`src/rtl/wb_stage.sv`:
```
// Writeback stage: merges the ALU path with a small load-result FIFO into one
// registered register-file write per cycle, with load formatting and a retire counter.
module wb_stage #(
    parameter int unsigned LSU_DEPTH = 2
) (
    input  logic        clk,
    input  logic        rst,
    input  logic        i_alu_valid,
    input  logic [4:0]  i_alu_rd_5,
    input  logic [63:0] i_alu_data_64,
    input  logic        i_lsu_valid,
    output logic        o_lsu_ready,
    input  logic [4:0]  i_lsu_rd_5,
    input  logic [63:0] i_lsu_data_64,
    input  logic [2:0]  i_lsu_funct3_3,
    input  logic [2:0]  i_lsu_off_3,
    output logic        o_wen,
    output logic [4:0]  o_waddr_5,
    output logic [63:0] o_wdata_64,
    output logic [63:0] o_retire_cnt_64
);

    localparam int unsigned AW = $clog2(LSU_DEPTH);
    localparam logic [AW:0] DEPTH_C = (AW + 1)'(LSU_DEPTH);

    logic [63:0] fifo_data [LSU_DEPTH];
    logic [4:0]  fifo_rd   [LSU_DEPTH];
    logic [AW-1:0] wr_ptr;
    logic [AW-1:0] rd_ptr;
    logic [AW:0]   count;
    logic [63:0]   retire_q;

    logic [7:0]  byte_s;
    logic [15:0] half_s;
    logic [31:0] word_s;
    logic [63:0] ld_fmt;
    logic        push;
    logic        pop;
    logic        slot_take;
    logic [4:0]  slot_rd;
    logic [63:0] slot_data;

    assign o_lsu_ready     = (count < DEPTH_C);
    assign push            = i_lsu_valid && o_lsu_ready;
    // Pop is gated by the registered count, so a same-cycle push never falls through.
    assign pop             = !i_alu_valid && (count != '0);
    assign slot_take       = i_alu_valid || pop;
    assign o_retire_cnt_64 = retire_q;

    always_comb begin
        byte_s = i_lsu_data_64[{i_lsu_off_3, 3'b000} +: 8];
        half_s = i_lsu_data_64[{i_lsu_off_3[2:1], 4'b0000} +: 16];
        word_s = i_lsu_data_64[{i_lsu_off_3[2], 5'b00000} +: 32];
        ld_fmt = i_lsu_data_64;
        case (i_lsu_funct3_3)
            3'b000:  ld_fmt = {{56{byte_s[7]}}, byte_s};
            3'b100:  ld_fmt = {56'd0, byte_s};
            3'b001:  ld_fmt = {{48{half_s[15]}}, half_s};
            3'b101:  ld_fmt = {48'd0, half_s};
            3'b010:  ld_fmt = {{32{word_s[31]}}, word_s};
            3'b110:  ld_fmt = {32'd0, word_s};
            default: ld_fmt = i_lsu_data_64;
        endcase
    end

    always_comb begin
        slot_rd   = fifo_rd[rd_ptr];
        slot_data = fifo_data[rd_ptr];
        if (i_alu_valid) begin
            slot_rd   = i_alu_rd_5;
            slot_data = i_alu_data_64;
        end
    end

    always_ff @(posedge clk) begin
        if (push) begin
            fifo_data[wr_ptr] <= ld_fmt;
            fifo_rd[wr_ptr]   <= i_lsu_rd_5;
        end
    end

    always_ff @(posedge clk or negedge rst) begin
        if (!rst) begin
            wr_ptr <= '0;
            rd_ptr <= '0;
            count  <= '0;
        end else begin
            if (push) wr_ptr <= wr_ptr + 1'b1;
            if (pop)  rd_ptr <= rd_ptr + 1'b1;
            case ({push, pop})
                2'b10:   count <= count + 1'b1;
                2'b01:   count <= count - 1'b1;
                default: count <= count;
            endcase
        end
    end

    always_ff @(posedge clk or negedge rst) begin
        if (!rst) begin
            o_wen      <= 1'b0;
            o_waddr_5  <= '0;
            o_wdata_64 <= '0;
            retire_q   <= '0;
        end else if (slot_take) begin
            o_wen      <= (slot_rd != 5'd0);
            o_waddr_5  <= slot_rd;
            o_wdata_64 <= slot_data;
            retire_q   <= retire_q + 64'd1;
        end else begin
            o_wen <= 1'b0;
        end
    end

endmodule

```
`config.mk`:
```
export PLATFORM = sky130hd
export DESIGN_NAME = wb_stage
export DESIGN_NICKNAME = d
export VERILOG_FILES = /design/src/rtl/wb_stage.sv
export SDC_FILE = /design/constraint.sdc
export NUM_CORES = 1
export LEC_CHECK = 0
export CORE_MARGIN = 10
export CORE_UTILIZATION = 51
export DETAILED_ROUTE_END_ITERATION = 6
export PLACE_DENSITY = 0.9
export RECOVER_POWER = 100
export REMOVE_ABC_BUFFERS = 1
export SYNTH_ARGS = -nofsm -noshare
export SYNTH_HDL_FRONTEND = slang
export SYNTH_SLANG_ARGS = --single-unit
export TNS_END_PERCENT = 30
```
`constraint.sdc`:
```
create_clock -name clk -period 4.8 [get_ports clk]
set_input_delay 0.48 -clock clk [delete_from_list [all_inputs] [get_ports clk]]
set_output_delay 0.48 -clock clk [all_outputs]
set_load 0.005 [all_outputs]
```
==> flow_metrics.env <==
export IMPL_fin_ws_ns=1.09
export IMPL_cts_tree="done"
export IMPL_final_common_cell="dlygate4sd3_1"
export IMPL_worstPathMaxFanout=23
export IMPL_worstPathCellList="nor3_1 > nor4_2 > and2_1 > nand4_1 > xnor2_1"
export IMPL_viasPerCell=5.99
export IMPL_cts_hold_buf=0
export IMPL_final_hold_viol_count=3
export IMPL_slowest_delay_ns=2.13
export IMPL_overflow=0
export IMPL_tightestPinTransition_ns=3.43
export IMPL_row_count=58
export IMPL_path_clk_slew_ns=0.06
export IMPL_final_setup_skew_ns=0.0356
export IMPL_status="complete, but fails checks"
export IMPL_die_w_um=179
export IMPL_arrival_ns=4.18
export IMPL_antenna_found_initial=1
export IMPL_whs_ns=-0.00138
export IMPL_crit_path_top_delay_cell="nor3_1"
export IMPL_drtAntennaViolNets=0
export IMPL_cp_top_family="simple AND/OR/NAND/NOR gates"
export IMPL_grt_pass1_wl_mm=58.0
export IMPL_violations="negative hold slack, max-capacitance violations, max-slew violations"
export IMPL_setup_viol=0
export IMPL_ios=283
export IMPL_cp_required_ns=5.27
export IMPL_dr_pass1_iters=7
export IMPL_drt_iter0_drc=1552
export IMPL_cts_max_level=1
export IMPL_synth_edf_count=138
export IMPL_vias=10400
export IMPL_synth_cells=1130
export IMPL_portBuffers=282
export IMPL_hp_class="in -> async"
export IMPL_avgSynthCellArea_um2=11.4
export IMPL_ys_types=50
export IMPL_die_height_um=179
export IMPL_async_flop_share_pct=50.0
export IMPL_grtUsageTotal_pct=22.8
export IMPL_area_growth_pct=30.8
export IMPL_detailed_place_hpwl_mm=26.7
export IMPL_die_area_um2=32100
export IMPL_period_minus_slack_ns=3.71
export IMPL_ir_drop_v=0.000338
export IMPL_startpoint_type="flop"
export IMPL_postCtsSetupBuffers=0
export IMPL_wl_mm=37.8
export IMPL_finalCritPeriodShare_pct=77.3
export IMPL_yosysSeqAreaShare_pct=58.9
export IMPL_wl_per_cell_um=21.7
export IMPL_core_area_um2=25000
export IMPL_worst_slew_margin_rel_pct=-129
export IMPL_clock_latency_ns=0.57
export IMPL_grt_max_degree=124
export IMPL_worstSetupEndpointType="flop"
export IMPL_synth_seq_cells=276
export IMPL_layout_common_cells="dlygate4sd3_1, dfrtp_1, edfxtp_1, clkdlybuf4s50_1, nand2_1"
export IMPL_rsz0062_at_grt="false"
export IMPL_p_per_area_nw_per_um2=445
export IMPL_yosysWarnings=0
export IMPL_clock_fmax_mhz=270
export IMPL_cp_buffers_inverters=0
export IMPL_yosys_most_used_dff="edfxtp_1"
export IMPL_pre_cts_ws_ns=1.17
export IMPL_start_util_pct=51.5
export IMPL_cts_buffer_depth=3
export IMPL_p_total_w=0.00751
export IMPL_layout_nets=1536
export IMPL_final_core_util_pct=67.4
export IMPL_grt_pass1_vias=10500
export IMPL_drive_gt1_share_pct=5.67
export IMPL_cts_resized=0
export IMPL_gp_congestion=0.931
export IMPL_cts_num_sinks=276
export IMPL_cap_violations=6
export IMPL_root_buffer="clkbuf_16"
export IMPL_drc=0
export IMPL_p_leak_nw=6.99
export IMPL_cts_made_buffers=30
export IMPL_drv_slew=224
export IMPL_critPathKind="reg -> reg"
export IMPL_synthesis_area_um2=12900
final cells by class:
| class | count | area (µm²) |
|---|---|---|
| multi-input combinational | 774 | 4970 |
| clock inverter | 16 | 141 |
| antenna | 1 | 2.50 |
| clock buffer | 40 | 808 |
| timing repair buffer | 295 | 2920 |
| fill | 1732 | 8150 |
| tap | 330 | 413 |
| inverter | 9 | 33.8 |
| sequential | 276 | 7600 |
registers in the layout, summed over array words and instances, names as in the netlist:
signal,count
o_retire_cnt_64,64
rd_ptr,1
o_wdata_64,64
fifo_data,128
count,2
o_waddr_5,5
o_wen,1
fifo_rd,10
wr_ptr,1
final timing paths:
check	from	endpoint	slack, ns	depth (start not counted)
worst max-delay path	count[0]	o_retire_cnt_64[21]	1.09	5
worst min-delay path	rst	o_wdata_64[35]	-0.001	1
worst max register to register	count[0]	o_retire_cnt_64[21]	1.09	5
worst min register to register	o_retire_cnt_64[63]	o_retire_cnt_64[63]	0.47	1
max in group asynchronous	rst	o_retire_cnt_64[1]	2.65	2
min in group clk	i_alu_valid	o_wdata_64[55]	0.45	3
synthesized netlist by cell type (all sizes together) (17+ instances only):
master	n	area share [%]
dfrtp	138	27
edfxtp	138	32
nand2	122	3.5
nor2	101	2.9
a21oi	84	3.3
mux2i	79	6.1
o21ai	79	3.1
clkbuf	57	1.7
a21o	37	2.2
xnor2	35	2.4
xor2	33	2.2
nand3	28	1.1
nand4	22	1.1
nor4	21	1.2
o22ai	19	0.92
nor3	17	0.70
o21a	17	0.99
stage by stage:
stage / setup TNS (ns) / std cells / area [µm²]
after global routing: 0 / 1741 / 16900
after global placement: 0 / 1684 / 16000
final: 0 / 1741 / 16900
after floorplan: -5.38 / 1059 / 12600
after detailed placement: 0 / 1684 / 16000
after CTS: 0 / 1740 / 16900
where the power goes:
part | internal [W] | total [W] | leakage, nW | switching (W)
Combinational | 0.000958 | 0.00194 | 3.51 | 0.000978
Sequential | 0.00305 | 0.00338 | 3.03 | 0.000324
Clock | 0.00124 | 0.00219 | 0.456 | 0.000951
kinds of logic (layout without fill, tap and decap cells):
family                     count (synthesis)  count (layout)  synth area share [%]
buffers and inverters                     80             360                  2.54
other                                      0               1                     0
DFF                                      276             276                  58.9
AOI/OAI and AO/OA                        268             268                  12.7
and+or+nand+nor                          338             338                  12.1
adders and majority gates                  2               2                 0.194
muxes                                     98              98                  9.01
xor gates and xnor gates                  68              68                  4.61
routing by layer:
metal  GRT usage, %  share of wire (%)
met1           27.7                 37
met2           38.3                 49
met3           7.52                 12
met4           6.03                2.3
met5              0                  0
Power figures use the tool's default switching activity.
